[src/rtl/tx_arb_pkg.sv]
// Shared constants, types and the round-robin helper for the TX channel arbiter.
package tx_arb_pkg;

  // Fixed source encoding on the merged transaction-layer TX path.
  localparam logic [2:0] CH_BARRIER = 3'd0;
  localparam logic [2:0] CH_B       = 3'd1;
  localparam logic [2:0] CH_R       = 3'd2;
  localparam logic [2:0] CH_AR      = 3'd3;
  localparam logic [2:0] CH_AW      = 3'd4;
  localparam logic [2:0] GRANT_NONE = 3'd7;

  // Sideband field widths carried with every beat.
  localparam int CONN_ID_W  = 4;
  localparam int BYTE_NUM_W = 13;

  typedef enum logic {
    ST_IDLE = 1'b0,
    ST_BUSY = 1'b1
  } arb_state_t;

  // First requesting AXI channel after ptr, searching 1..4 with 4 wrapping to 1.
  // Returns GRANT_NONE when nothing in 1..4 is requesting.
  function automatic logic [2:0] rr_pick(input logic [4:1] req, input logic [2:0] ptr);
    logic [2:0] pick;
    logic [2:0] cand;
    logic       found;
    pick  = GRANT_NONE;
    cand  = ptr;
    found = 1'b0;
    for (int i = 0; i < 4; i++) begin
      cand = (cand == CH_AW) ? CH_B : cand + 3'd1;
      if (!found && req[cand]) begin
        pick  = cand;
        found = 1'b1;
      end
    end
    return pick;
  endfunction

endpackage

[src/rtl/tx_skid_buffer.sv]
// Two-entry output buffer with a registered upstream ready.
// Handshake (both sides): a beat transfers on a rising edge where valid and
// ready are both high; valid never waits on ready, and a held beat stays
// stable until it transfers.
module tx_skid_buffer
  import tx_arb_pkg::*;
#(
  parameter int WIDTH = 8
) (
  input  logic             clk,
  input  logic             resetn,
  input  logic [WIDTH-1:0] in_data,
  input  logic             in_valid,
  output logic             in_ready,
  output logic [WIDTH-1:0] out_data,
  output logic             out_valid,
  input  logic             out_ready
);

  logic [WIDTH-1:0] head_q;
  logic [WIDTH-1:0] tail_q;
  logic [1:0]       count_q;
  logic [1:0]       count_d;
  logic             ready_q;
  logic             push;
  logic             pop;

  assign push      = in_valid && ready_q;
  assign pop       = (count_q != 2'd0) && out_ready;
  assign in_ready  = ready_q;
  assign out_valid = (count_q != 2'd0);
  assign out_data  = head_q;

  // Occupancy after this cycle's push/pop; drives the registered ready.
  always_comb begin
    count_d = count_q;
    if (push && !pop)      count_d = count_q + 2'd1;
    else if (pop && !push) count_d = count_q - 2'd1;
  end

  // Head is always the presented beat; tail only holds the second beat while stalled.
  always_ff @(posedge clk or negedge resetn) begin
    if (!resetn) begin
      head_q  <= '0;
      tail_q  <= '0;
      count_q <= 2'd0;
      ready_q <= 1'b1;
    end else begin
      case ({push, pop})
        2'b10: begin
          if (count_q == 2'd0) head_q <= in_data;
          else                 tail_q <= in_data;
        end
        2'b01: head_q <= tail_q;
        2'b11: begin
          if (count_q == 2'd1) head_q <= in_data;
          else begin
            head_q <= tail_q;
            tail_q <= in_data;
          end
        end
        default: ;
      endcase
      count_q <= count_d;
      ready_q <= (count_d != 2'd2);
    end
  end

endmodule

[src/rtl/tx_channel_arbiter.sv]
// Packet-level merge of the five TX sources: barrier has strict priority, the
// four AXI-derived channels share round-robin, and a grant lasts a whole packet.
module tx_channel_arbiter
  import tx_arb_pkg::*;
#(
  parameter int DATA_WIDTH = 16,
  parameter int NUM_CH     = 5
) (
  input  logic                           clk,
  input  logic                           resetn,
  input  logic [NUM_CH*DATA_WIDTH*8-1:0] ch_data,
  input  logic [NUM_CH*DATA_WIDTH-1:0]   ch_keep,
  input  logic [NUM_CH*CONN_ID_W-1:0]    ch_connection_id,
  input  logic [NUM_CH*BYTE_NUM_W-1:0]   ch_byte_num,
  input  logic [NUM_CH-1:0]              ch_last,
  input  logic [NUM_CH-1:0]              ch_valid,
  output logic [NUM_CH-1:0]              ch_ready,
  output logic [DATA_WIDTH*8-1:0]        tx_data,
  output logic [DATA_WIDTH-1:0]          tx_keep,
  output logic [CONN_ID_W-1:0]           tx_connection_id,
  output logic [BYTE_NUM_W-1:0]          tx_byte_num,
  output logic                           tx_last,
  output logic                           tx_valid,
  input  logic                           tx_ready,
  output logic [2:0]                     grant_id,
  output logic                           busy
);

  localparam int PW = DATA_WIDTH * 9 + CONN_ID_W + BYTE_NUM_W + 1;

  arb_state_t    state_q, state_d;
  logic [2:0]    grant_q, grant_d;
  logic [2:0]    rr_q, rr_d;
  logic [2:0]    sel;
  logic [PW-1:0] sel_payload;
  logic          sel_valid;
  logic          sel_last;
  logic          skid_in_valid;
  logic          skid_in_ready;
  logic          beat_acc;
  logic [PW-1:0] out_payload;

  // Outside a packet grant_q is GRANT_NONE; point the mux somewhere harmless.
  assign sel = (grant_q == GRANT_NONE) ? CH_BARRIER : grant_q;

  // Select the granted channel's beat and pack it for the skid buffer.
  always_comb begin
    sel_payload = '0;
    sel_valid   = 1'b0;
    sel_last    = 1'b0;
    for (int i = 0; i < NUM_CH; i++) begin
      if (sel == 3'(i)) begin
        sel_payload = {ch_data[i*DATA_WIDTH*8 +: DATA_WIDTH*8],
                       ch_keep[i*DATA_WIDTH +: DATA_WIDTH],
                       ch_connection_id[i*CONN_ID_W +: CONN_ID_W],
                       ch_byte_num[i*BYTE_NUM_W +: BYTE_NUM_W],
                       ch_last[i]};
        sel_valid   = ch_valid[i];
        sel_last    = ch_last[i];
      end
    end
  end

  assign skid_in_valid = (state_q == ST_BUSY) && sel_valid;
  assign beat_acc      = skid_in_valid && skid_in_ready;

  // Arbitrate in IDLE; in BUSY forward the granted channel until its last beat.
  always_comb begin
    state_d  = state_q;
    grant_d  = grant_q;
    rr_d     = rr_q;
    ch_ready = '0;
    case (state_q)
      ST_IDLE: begin
        if (ch_valid[CH_BARRIER]) begin
          grant_d = CH_BARRIER;
          state_d = ST_BUSY;
        end else if (|ch_valid[4:1]) begin
          grant_d = rr_pick(ch_valid[4:1], rr_q);
          rr_d    = grant_d;
          state_d = ST_BUSY;
        end
      end
      ST_BUSY: begin
        ch_ready[sel] = skid_in_ready;
        if (beat_acc && sel_last) begin
          state_d = ST_IDLE;
          grant_d = GRANT_NONE;
        end
      end
      default: state_d = ST_IDLE;
    endcase
  end

  // State, grant and round-robin pointer; reset drops any partial packet.
  always_ff @(posedge clk or negedge resetn) begin
    if (!resetn) begin
      state_q <= ST_IDLE;
      grant_q <= GRANT_NONE;
      rr_q    <= CH_AW;
    end else begin
      state_q <= state_d;
      grant_q <= grant_d;
      rr_q    <= rr_d;
    end
  end

  assign grant_id = grant_q;
  assign busy     = (state_q == ST_BUSY);

  tx_skid_buffer #(
    .WIDTH (PW)
  ) u_skid (
    .clk       (clk),
    .resetn    (resetn),
    .in_data   (sel_payload),
    .in_valid  (skid_in_valid),
    .in_ready  (skid_in_ready),
    .out_data  (out_payload),
    .out_valid (tx_valid),
    .out_ready (tx_ready)
  );

  assign {tx_data, tx_keep, tx_connection_id, tx_byte_num, tx_last} = out_payload;

endmodule

[config.mk]
export PLATFORM = sky130hd
export DESIGN_NAME = tx_channel_arbiter
export DESIGN_NICKNAME = d
export VERILOG_FILES = /design/src/rtl/tx_arb_pkg.sv /design/src/rtl/tx_skid_buffer.sv /design/src/rtl/tx_channel_arbiter.sv
export SDC_FILE = /design/constraint.sdc
export NUM_CORES = 1
export LEC_CHECK = 0
export BUFFER_PORTS_ARGS = -buffer_cell sky130_fd_sc_hd__buf_2
export CORE_AREA = 2 2 384 386
export CTS_BUF_LIST = sky130_fd_sc_hd__clkbuf_8
export CTS_CLUSTER_DIAMETER = 80
export CTS_CLUSTER_SIZE = 16
export DETAILED_ROUTE_END_ITERATION = 16
export DIE_AREA = 0 0 386 388
export SLEW_MARGIN = 20
export SYNTH_ARGS = -nofsm -noshare
export SYNTH_HDL_FRONTEND = slang
export SYNTH_SLANG_ARGS = --single-unit
[constraint.sdc]
create_clock -name clk -period 3 [get_ports clk]
set_input_delay 0.45 -clock clk [delete_from_list [all_inputs] [get_ports clk]]
set_output_delay 0.45 -clock clk [all_outputs]
set_load 0.01 [all_outputs]
==> results.md <==
* Outcome: complete, no violations
* Vias in the first global route at 23860
* Seq/Total Area, Yosys at 40.09%
* Root buffer cell: clkbuf_8
* Area Growth Syn to Fin at 44.40%
* Synth warnings at 0
* WP data required at 3.60 ns
* DRC Markers at 0
* Post-Syn Area at 20870 um^2
* Internal power at 18.64 mW
* Gr busiest metal: met2
* Avg Cell Area, Syn at 7.674 um^2
* Comb pwr share at 70.1%
* #FFs+latches synth at 334
* Worst hold path class: input port to flip-flop
* Crit path capture type: flip-flop
* Critical path class: flip-flop to flip-flop
* Share of synthesized registers carrying an async set or reset at 100.0%
* Crit-path max FO at 39
* Total I/O pin count at 990
* Most frequent cells in the layout: buf_2 (987), a21oi_1 (603), nor2_1 (442), dfrtp_1 (329), nand2_1 (244)
* Area after DPL at 29310 um^2
* Final number of hold-violating endpoints at 0
* Synth Flop Type: dfrtp_1
* Arrival @ worst endpoint at 3.46 ns
* Setup Skew at 0.03280 ns
* Net Sw Frac at 50.95%
* Register Area at 8376 um^2
* Endpoints failing setup at 0
* Multi-input logic area at 11430 um^2
* Initial antenna violation count at 47
* Crit path cell chain: buf_12 -> or3_1 -> nand2_4 -> buf_12 -> a21oi_1 -> nor2_1 -> a21oi_1 -> buf_4 -> a21o_1 -> a221oi_1
* Worst path max stage delay at 0.51 ns
* Largest net degree at the start of global routing at 87
* Placer Congestion at 0.9382
* Max transition margin at 49.73%
* Unrepaired setup endpoints after global routing: false
* RR Endpoint: u_skid.out_data[73]$_DFFE_PN0P_
* CTS tree: yes
* Post-synth EDFFs at 0
* Iter 0 DRT Violations at 1444
* Worst slew pin tran at 0.7541 ns
* Vias per cell at 4.351
* Final Total Pwr at 38.00 mW
* Worst R2R Setup Slack at 0.14 ns
* Netlist cell types at 53
* Depth of the most critical reg-to-reg path at 10
* Max_cap viols at 0
* Total CTS buffers at 30
* CORE AREA at 145200 um^2
* VDD IR-drop max at 0.0005942 V
* GRT Util Overall at 16.01%
* R2r startpoint: grant_id[0]$_DFFE_PN1P_
* Vias at 24610
* Clk_lat worst skew at 0.71 ns
* Die extent in x at 386 um
* Met3 GRT Util at 3.216%
* DIE AREA at 149800 um^2
* Grt ovf at 0
* Fin nets at 4539
* Minimum clock period at 2.859 ns
* Wire length of the first global-routing pass at 172600 um
* Most common cell after layout, fill and taps aside: buf_2
* Max Clock Freq at 349.8 MHz
* Static Leakage at 14.00 nW
* Clock buffer depth at 3
* Min-Delay Path Depth at 3
* Power Density at 1261 nW/um^2
* Remaining antenna violation count after routing at 0
* Routed WL at 127100 um
* Min-delay src: ch_data[593]
* H-tree depth at 1
* IO Port Bufs at 989
* WL per Instance at 22.47 um
* Critical Path Start: grant_id[0]$_DFFE_PN1P_
* Fill cells at 16320
* Met1 Track Usage GR at 18.49%
* Max Slew Vio Count at 0
* Slowest-stage cell, CP: dfstp_4
* HPWL after DPL at 103100 um
* Initial Utilization at 14.37%
* Worst Setup Start Kind: flip-flop
* Synthesized net count at 3545
* Drt pass-1 iters at 6
* CP endpoint: u_skid.out_data[73]$_DFFE_PN0P_
* Post-Syn Instances at 2719
* Layout cells sized above 1 at 36.21%
* Row count at 140
* Seq pwr share at 21.8%
* Period utilization at 95.29%
* Sink Count at 334
* Die height at 388 um
* NetSw at 19.36 mW
* Clock share of power at 8.1%
* Worst-path clk slew at 0.11 ns
* M2 GR Usage at 29.18%
* Fin area at 30130 um^2
-- power by group through the flow --
| stage | clock network, mW | registers [mW] | logic, mW |
|---|---|---|---|
| final | 3.08 | 8.29 | 26.6 |
| after global routing | 3.39 | 8.57 | 29.4 |
| after CTS | 3.26 | 8.28 | 27.2 |
| after detailed placement | 0 | 8.42 | 27.0 |
| after global placement | 0 | 8.35 | 26.7 |
| after floorplan | 0 | 8.61 | 14.5 |
-- per-layer routing --
| layer | vias up | wire length, um |
|---|---|---|
| li1 | 11610 | - |
| met4 | 28 | 4328 |
| met1 | 11870 | 49890 |
| met2 | 919 | 64340 |
| met5 | - | 182 |
| met3 | 179 | 8387 |
-- how the worst min path moves through the flow --
| stage | to |
|---|---|
| final | u_skid.tail_q[115]$_DFFE_PN0P_ |
| after global routing | u_skid.tail_q[55]$_DFFE_PN0P_ |
| after CTS | u_skid.tail_q[1]$_DFFE_PN0P_ |
| after detailed placement | u_skid.tail_q[143]$_DFFE_PN0P_ |
| after global placement | u_skid.tail_q[143]$_DFFE_PN0P_ |
| after floorplan | busy$_DFF_PN0_ |
-- Yosys cell counts, drive strengths merged, types with 2 or more instances --
library cell | number | share of area, %
a21oi | 603 | 14
nor2 | 445 | 8.0
dfrtp | 329 | 39
nand2 | 245 | 4.4
o21ai | 240 | 5.8
nor3 | 179 | 4.3
clkbuf | 161 | 2.9
buf | 98 | 2.4
a21o | 89 | 3.2
a221oi | 87 | 3.7
mux2 | 78 | 4.2
mux2i | 70 | 3.4
inv | 10 | 0.18
nand3 | 9 | 0.22
ha | 8 | 0.48
nor2b | 7 | 0.21
a211oi | 6 | 0.28
dfstp | 5 | 0.63
a31oi | 3 | 0.090
and3 | 3 | 0.090
nor3b | 3 | 0.11
nor4b | 3 | 0.13
a21boi | 2 | 0.072
a22oi | 2 | 0.072
a311oi | 2 | 0.084
a31o | 2 | 0.084
a41oi | 2 | 0.084
nand2b | 2 | 0.060
o2111a | 2 | 0.11
o22ai | 2 | 0.060
o31ai | 2 | 0.072
o41ai | 2 | 0.084
or3 | 2 | 0.060
xnor2 | 2 | 0.084
-- registers in the layout, indices dropped and copies added, names as in the netlist --
register	count
u_skid.in_ready	1
rr_q	3
grant_id	3
u_skid.tail_q	162
u_skid.out_data	162
u_skid.count_q	2
busy	1
-- stage by stage --
stage / setup TNS [ns] / hold slack, ns / util (%) / cells / worst slack, ns
6_report: 0 / 0.08701 / 20.75 / 5657 / 0.1414
5_1_grt: 0 / 0.05314 / 20.74 / 5651 / 0.004337
4_1_cts: -0.03352 / 0.0005961 / 20.70 / 5642 / -0.03352
3_5_place_dp: -0.1699 / 0.4358 / 20.18 / 5585 / -0.1699
3_3_place_gp: -0.1604 / 0.4382 / 20.18 / 5585 / -0.1604
2_1_floorplan: 0 / 0.1544 / - / 2719 / 0.3123
-- worst max-delay path: cells and delay by family, from the launching register on --
kind | cells | cell delay, ns
AO/OA/AOI/OAI | 4 | 0.65
buffers and inverters | 3 | 0.54
flip-flops | 1 | 0.51
AND/OR/NAND/NOR | 3 | 1.00
-- cell families after synthesis --
group	count (synthesis)	synth area share, %
compound gates	1053	28.47
simple gates	904	17.77
flops	334	40.09
buf+inv	269	5.499
mux	148	7.567
fa+ha+maj	9	0.5277
xor+xnor	2	0.08396
-- area by class of cell --
cell class,count,share of cell area [%]
repair buffers,1221,23.99
diodes,12,0.09966
clock buffers,30,1.370
inverters,10,0.1246
well taps,1917,7.960
flip-flops and latches,334,27.80
multi-input cells,2116,37.94
clock inverters,17,0.7184
-- repair_timing --
action,CTS,global route
setup endpoints to repair,3,2
hold endpoints to repair,47,0
setup buffers,2,2
gates resized for setup,6,2
pin swaps,0,0
gates cloned,0,1
hold buffers,8,0
No activity file was read; power rests on OpenSTA's default activity.
